==> src/rtl/ln_result_stage.sv <==
// ln_result_stage: adds k*ln(2) to the scaled-operand ln and queues results; RESULT_SAT_EN selects saturation
module ln_result_stage #(
    parameter int DEPTH   = 4,
    parameter int LN2_Q12 = 2839
) (
    input  logic                     clk,
    input  logic                     rst,
    input  logic                     valid_i,
    input  logic [15:0]              y_i,
    input  logic [2:0]               shift_l_i,
    input  logic [2:0]               shift_r_i,
    input  logic                     ready_i,
    output logic                     valid_o,
    output logic [15:0]              ln_o,
    output logic                     busy_o,
    output logic [$clog2(DEPTH):0]   count_o,
    output logic                     drop_o
);
    localparam int AW = $clog2(DEPTH);
    localparam logic signed [17:0] LN2 = 18'(LN2_Q12);
    typedef enum logic [1:0] {IDLE, CORR, ADD, PUSH} state_t;
    state_t             state_q, state_d;
    logic signed [15:0] y_q, y_d;
    logic [2:0]         mag_q, mag_d;
    logic               neg_q, neg_d;
    logic signed [17:0] acc_q, acc_d;
    logic [1:0]         cnt_q, cnt_d;
    logic [15:0]        res_q, res_d;
    logic [AW-1:0]      wr_q, wr_d, rd_q, rd_d;
    logic [AW:0]        count_q, count_d;
    logic               drop_q, drop_d;
    logic [15:0]        mem_q [DEPTH];
    logic [15:0]        mem_d [DEPTH];
    logic signed [3:0]  k;
    logic signed [17:0] sum;
    logic               pop, push;
    assign k       = signed'({1'b0, shift_r_i}) - signed'({1'b0, shift_l_i});
    assign sum     = 18'(y_q) + (neg_q ? -acc_q : acc_q);
    assign pop     = valid_o & ready_i;
    assign push    = (state_q == PUSH) && (count_q != (AW+1)'(DEPTH) || pop);
    assign valid_o = count_q != '0;
    assign ln_o    = valid_o ? mem_q[rd_q] : 16'h0000;
    assign busy_o  = state_q != IDLE;
    assign count_o = count_q;
    assign drop_o  = drop_q;
    // FSM, serial shift-add multiply, result reduction and FIFO bookkeeping
    always_comb begin
        state_d = state_q;
        y_d     = y_q;
        mag_d   = mag_q;
        neg_d   = neg_q;
        acc_d   = acc_q;
        cnt_d   = cnt_q;
        res_d   = res_q;
        drop_d  = drop_q | (valid_i && state_q != IDLE);
        wr_d    = push ? wr_q + 1'b1 : wr_q;
        rd_d    = pop ? rd_q + 1'b1 : rd_q;
        count_d = (push && !pop) ? count_q + 1'b1 : (!push && pop) ? count_q - 1'b1 : count_q;
        mem_d   = mem_q;
        if (push) mem_d[wr_q] = res_q;
        case (state_q)
            IDLE: if (valid_i) begin
                y_d     = signed'(y_i);
                neg_d   = k[3];
                mag_d   = k[3] ? 3'(-k) : k[2:0];
                acc_d   = '0;
                cnt_d   = '0;
                state_d = CORR;
            end
            CORR: begin
                acc_d   = acc_q + (mag_q[cnt_q] ? (LN2 <<< cnt_q) : 18'sd0);
                cnt_d   = cnt_q + 2'd1;
                state_d = (cnt_q == 2'd2) ? ADD : CORR;
            end
            ADD: begin
`ifdef RESULT_SAT_EN
                res_d = (sum > 18'sd32767) ? 16'h7FFF : (sum < -18'sd32768) ? 16'h8000 : sum[15:0];
`else
                res_d = sum[15:0];
`endif
                state_d = PUSH;
            end
            default: state_d = push ? IDLE : PUSH;
        endcase
    end
    // state registers with asynchronous clear
    always_ff @(posedge clk or posedge rst) begin
        if (rst) begin
            state_q <= IDLE;
            y_q     <= '0;
            mag_q   <= '0;
            neg_q   <= 1'b0;
            acc_q   <= '0;
            cnt_q   <= '0;
            res_q   <= '0;
            wr_q    <= '0;
            rd_q    <= '0;
            count_q <= '0;
            drop_q  <= 1'b0;
            for (int i = 0; i < DEPTH; i++) mem_q[i] <= '0;
        end else begin
            state_q <= state_d;
            y_q     <= y_d;
            mag_q   <= mag_d;
            neg_q   <= neg_d;
            acc_q   <= acc_d;
            cnt_q   <= cnt_d;
            res_q   <= res_d;
            wr_q    <= wr_d;
            rd_q    <= rd_d;
            count_q <= count_d;
            drop_q  <= drop_d;
            mem_q   <= mem_d;
        end
    end
endmodule

==> config.mk <==
export PLATFORM = sky130hd
export DESIGN_NAME = ln_result_stage
export DESIGN_NICKNAME = d
export VERILOG_FILES = /design/src/rtl/ln_result_stage.sv
export SDC_FILE = /design/constraint.sdc
export NUM_CORES = 1
export LEC_CHECK = 0
export ABC_CLOCK_PERIOD_IN_PS = 4420
export BUFFER_PORTS_ARGS = -buffer_cell sky130_fd_sc_hd__buf_2
export CAP_MARGIN = 20
export CORE_MARGIN = 2
export CORE_UTILIZATION = 33
export DETAILED_ROUTE_END_ITERATION = 16
export PLACE_DENSITY = 0.56
export SETUP_SLACK_MARGIN = 0.2
export SLEW_MARGIN = 20
export SYNTH_ARGS = -nofsm -noshare
export SYNTH_HDL_FRONTEND = slang
export SYNTH_SLANG_ARGS = --single-unit
==> constraint.sdc <==
create_clock -name clk -period 4.42 [get_ports clk]
set_input_delay 0.221 -clock clk [delete_from_list [all_inputs] [get_ports clk]]
set_output_delay 0.221 -clock clk [all_outputs]
set_load 0.05 [all_outputs]
==> flow_summary.json <==
{
  "drv_cap": 0,
  "fmax_mhz": 272.0,
  "r2r_start": "acc_q[1]",
  "syn_area_per_cell_sq_um": 10.88,
  "yosysTopAreaCell": "dfrtp_1",
  "ios": 48,
  "hold_viol": 0,
  "crit_required_ns": 4.71,
  "gr-usage-all-layers_pct": 14.08,
  "stdcell_area_sq_um": 8569,
  "status": "completed",
  "ant_nets": 0,
  "yosys_warnings": 0,
  "cts_made_buffers": 17,
  "finalSetupViolations": 0,
  "grt_pass1_wl_microns": 26540,
  "synth_compound_area_share_pct": 11.21,
  "synth_top_cell_area_share_pct": 43.30,
  "placed_area_sq_um": 7889,
  "die_w_microns": 153.7,
  "final_nets": 803,
  "ys.flop_type": "dfrtp_1",
  "fin_skew_ns": 0.009694,
  "r2r-end": "res_q[15]",
  "io_buffers": 47,
  "reg2reg_depth": 14,
  "clock_latency_ns": 0.42,
  "fin_crit_ns": 3.676,
  "antennaDiodeCount": 0,
  "cp-startpoint": "acc_q[1]",
  "synth.net_count": 753,
  "synth_xor_xnor_area_share_pct": 6.258,
  "num_rows": 54,
  "layout.cells.non_filler": 1021,
  "yosysMostFrequentCell": "dfrtp_1",
  "grt_max_degree": 61,
  "crit_type": "reg -> reg",
  "crit_path_end": "res_q[15]",
  "setup_tns_ns": 0,
  "htreeDepth": 4,
  "core_area_sq_um": 21890,
  "setup_slack_ns": 0.7436,
  "r2r_slack_ns": 0.74,
  "cts_tree": "done",
  "clk_pin_slew_ns": 0.05,
  "ys_types": 65,
  "hold_class": "in -> reg",
  "place_ws_ns": 0.7584,
  "syn_to_final_growth_pct": 15.85,
  "num_vias": 5024,
  "drive_above_1_share_pct": 24.56,
  "slew_violations": 0,
  "synthCells": 680,
  "start_util_pct": 33.79,
  "dr.first_iter.drc_count": 192,
  "synthAdderAreaFrac_pct": 9.320,
  "synthSimpleGateAreaFrac_pct": 11.23,
  "cts_sinks": 128,
  "worstMarginPinSlew_ns": 1.053,
  "ys_async_sr_fraction_pct": 100.0,
  "cts-root-buf": "clkbuf_16",
  "overflow": 0,
  "maxSlewHeadroom_pct": 29.60,
  "cp-start-kind": "flip-flop",
  "drc_errors": 0,
  "arrival_ns": 3.97,
  "synth_top_family_by_area": "multiplexers",
  "synth_mux_area_share_pct": 15.80,
  "gp_congestion": 0.8082,
  "synth_area_sq_um": 7397,
  "wl_per_cell_microns": 15.21,
  "totalWireLength_microns": 15530,
  "cp-end-kind": "flip-flop",
  "hpwl_microns": 11040,
  "fin_crit_sh_pct": 83.18,
  "seq_area_frac_synth_pct": 43.30,
  "rsz0062_at_grt": "no",
  "dieArea_sq_um": 23630,
  "dr.pass1.iters": 4,
  "netlist_top_cells_area": "dfrtp_1 43%, mux2_2 10%, ha_1 7.3%, nand2_1 5.5%, mux4_2 4.9%",
  "yosys_register_bits": 128,
  "antenna_found_initial": 0,
  "viasPerCell": 4.921,
  "fp.dieH_microns": 153.7,
  "worst-path-max-fanout": 4,
  "dp.cells": 980,
  "clockBufferDepth": 2,
  "synthTopCellsByCount": "128 x dfrtp_1, 108 x nand2_1, 67 x mux2_2",
  "grt_pass1_vias": 5123,
  "synth-edff-count": 0
}
registers in the layout, indices dropped and copies added (netlist names):
name     flops
acc_q       16
mag_q        3
cnt_q        2
drop_o       1
wr_q         2
state_q      2
count_o      3
rd_q         2
y_q         16
res_q       16
mem_q       64
neg_q        1
cell type report:
cell class | count | area, sq um
Tap cell | 280 | 350.3
Multi-Input combinational cell | 499 | 3981
Sequential cell | 128 | 3203
Fill cell | 2152 | 13320
Clock inverter | 9 | 110.1
Timing Repair Buffer | 63 | 382.9
Clock buffer | 21 | 460.4
Inverter | 21 | 81.33
worst min-delay path by stage:
stage	start	endpoint	slack, ns	cells past startpoint
final	y_i[10]	y_q[10]	0.009	3
after global routing	y_i[3]	y_q[3]	0.0007	3
after CTS	y_i[10]	y_q[10]	0.0009	3
after detailed placement	rst	neg_q	0.40	2
after global placement	rst	neg_q	0.40	2
after floorplan	y_i[0]	y_q[0]	0.33	2
cell usage in the layout (no fill, tap or decap), types with 5 or more instances in the layout:
| master | synthesis | layout |
|---|---|---|
| o21ai_0 | 38 | 38 |
| mux2_2 | 67 | 67 |
| clkbuf_16 | 0 | 17 |
| and2_1 | 22 | 22 |
| buf_2 | 5 | 47 |
| maj3_1 | 6 | 6 |
| a21o_1 | 12 | 12 |
| buf_4 | 0 | 5 |
| inv_1 | 21 | 20 |
| ha_1 | 43 | 43 |
| o31ai_1 | 10 | 10 |
| or3_1 | 6 | 6 |
| nand2b_1 | 6 | 6 |
| a21oi_1 | 19 | 19 |
| nand3_1 | 9 | 9 |
| dfrtp_1 | 128 | 128 |
| a31oi_1 | 5 | 5 |
| mux4_2 | 16 | 16 |
| nand2_1 | 108 | 108 |
| xnor2_1 | 36 | 36 |
| nor2_1 | 19 | 19 |
| xor2_1 | 15 | 15 |
| dlygate4sd3_1 | 0 | 11 |
per-stage QoR:
stage,utilization [%],hold WS [ns]
CTS,39.15,0.0009295
floorplan,-,0.3264
global placement,36.04,0.4038
detailed placement,36.04,0.4014
finish,39.15,0.008992
global route,39.15,0.0007363
cells by family after synthesis:
kind of cell             after synthesis
AO/OA/AOI/OAI                        122
flip-flops                           128
adder cells (fa/ha/maj)               54
multiplexers                          87
AND/OR/NAND/NOR                      184
XOR/XNOR                              52
buffers and inverters                 53
layer usage:
metal	global-route usage, %	part of all wire, %	vias up
met5	0	0	-
li1	-	-	2500
met4	4.849	1.6	0
met1	18.09	47	2439
met2	23.13	48	64
met3	3.608	3.0	21
timing repair:
action | 4_1_cts | 5_1_grt
resized for setup | 0 | 0
hold endpoints to repair | 68 | 0
setup buffers | 0 | 0
hold buffers | 11 | 0
worst max-delay path: stages, from the launching register on:
cell,delay [ns]
dfrtp_1,0.43
inv_1,0.14
ha_1,0.17
nand2_1,0.07
or3_1,0.38
nand2_1,0.11
xnor2_1,0.15
ha_1,0.27
a21o_1,0.17
a2111oi_0,0.66
o31ai_1,0.28
a31oi_1,0.29
a21oi_1,0.13
xnor2_1,0.20
o21ai_0,0.10
Power is not shown: default switching activity piles up to over one toggle a cycle in this logic, so the estimate is an artifact.
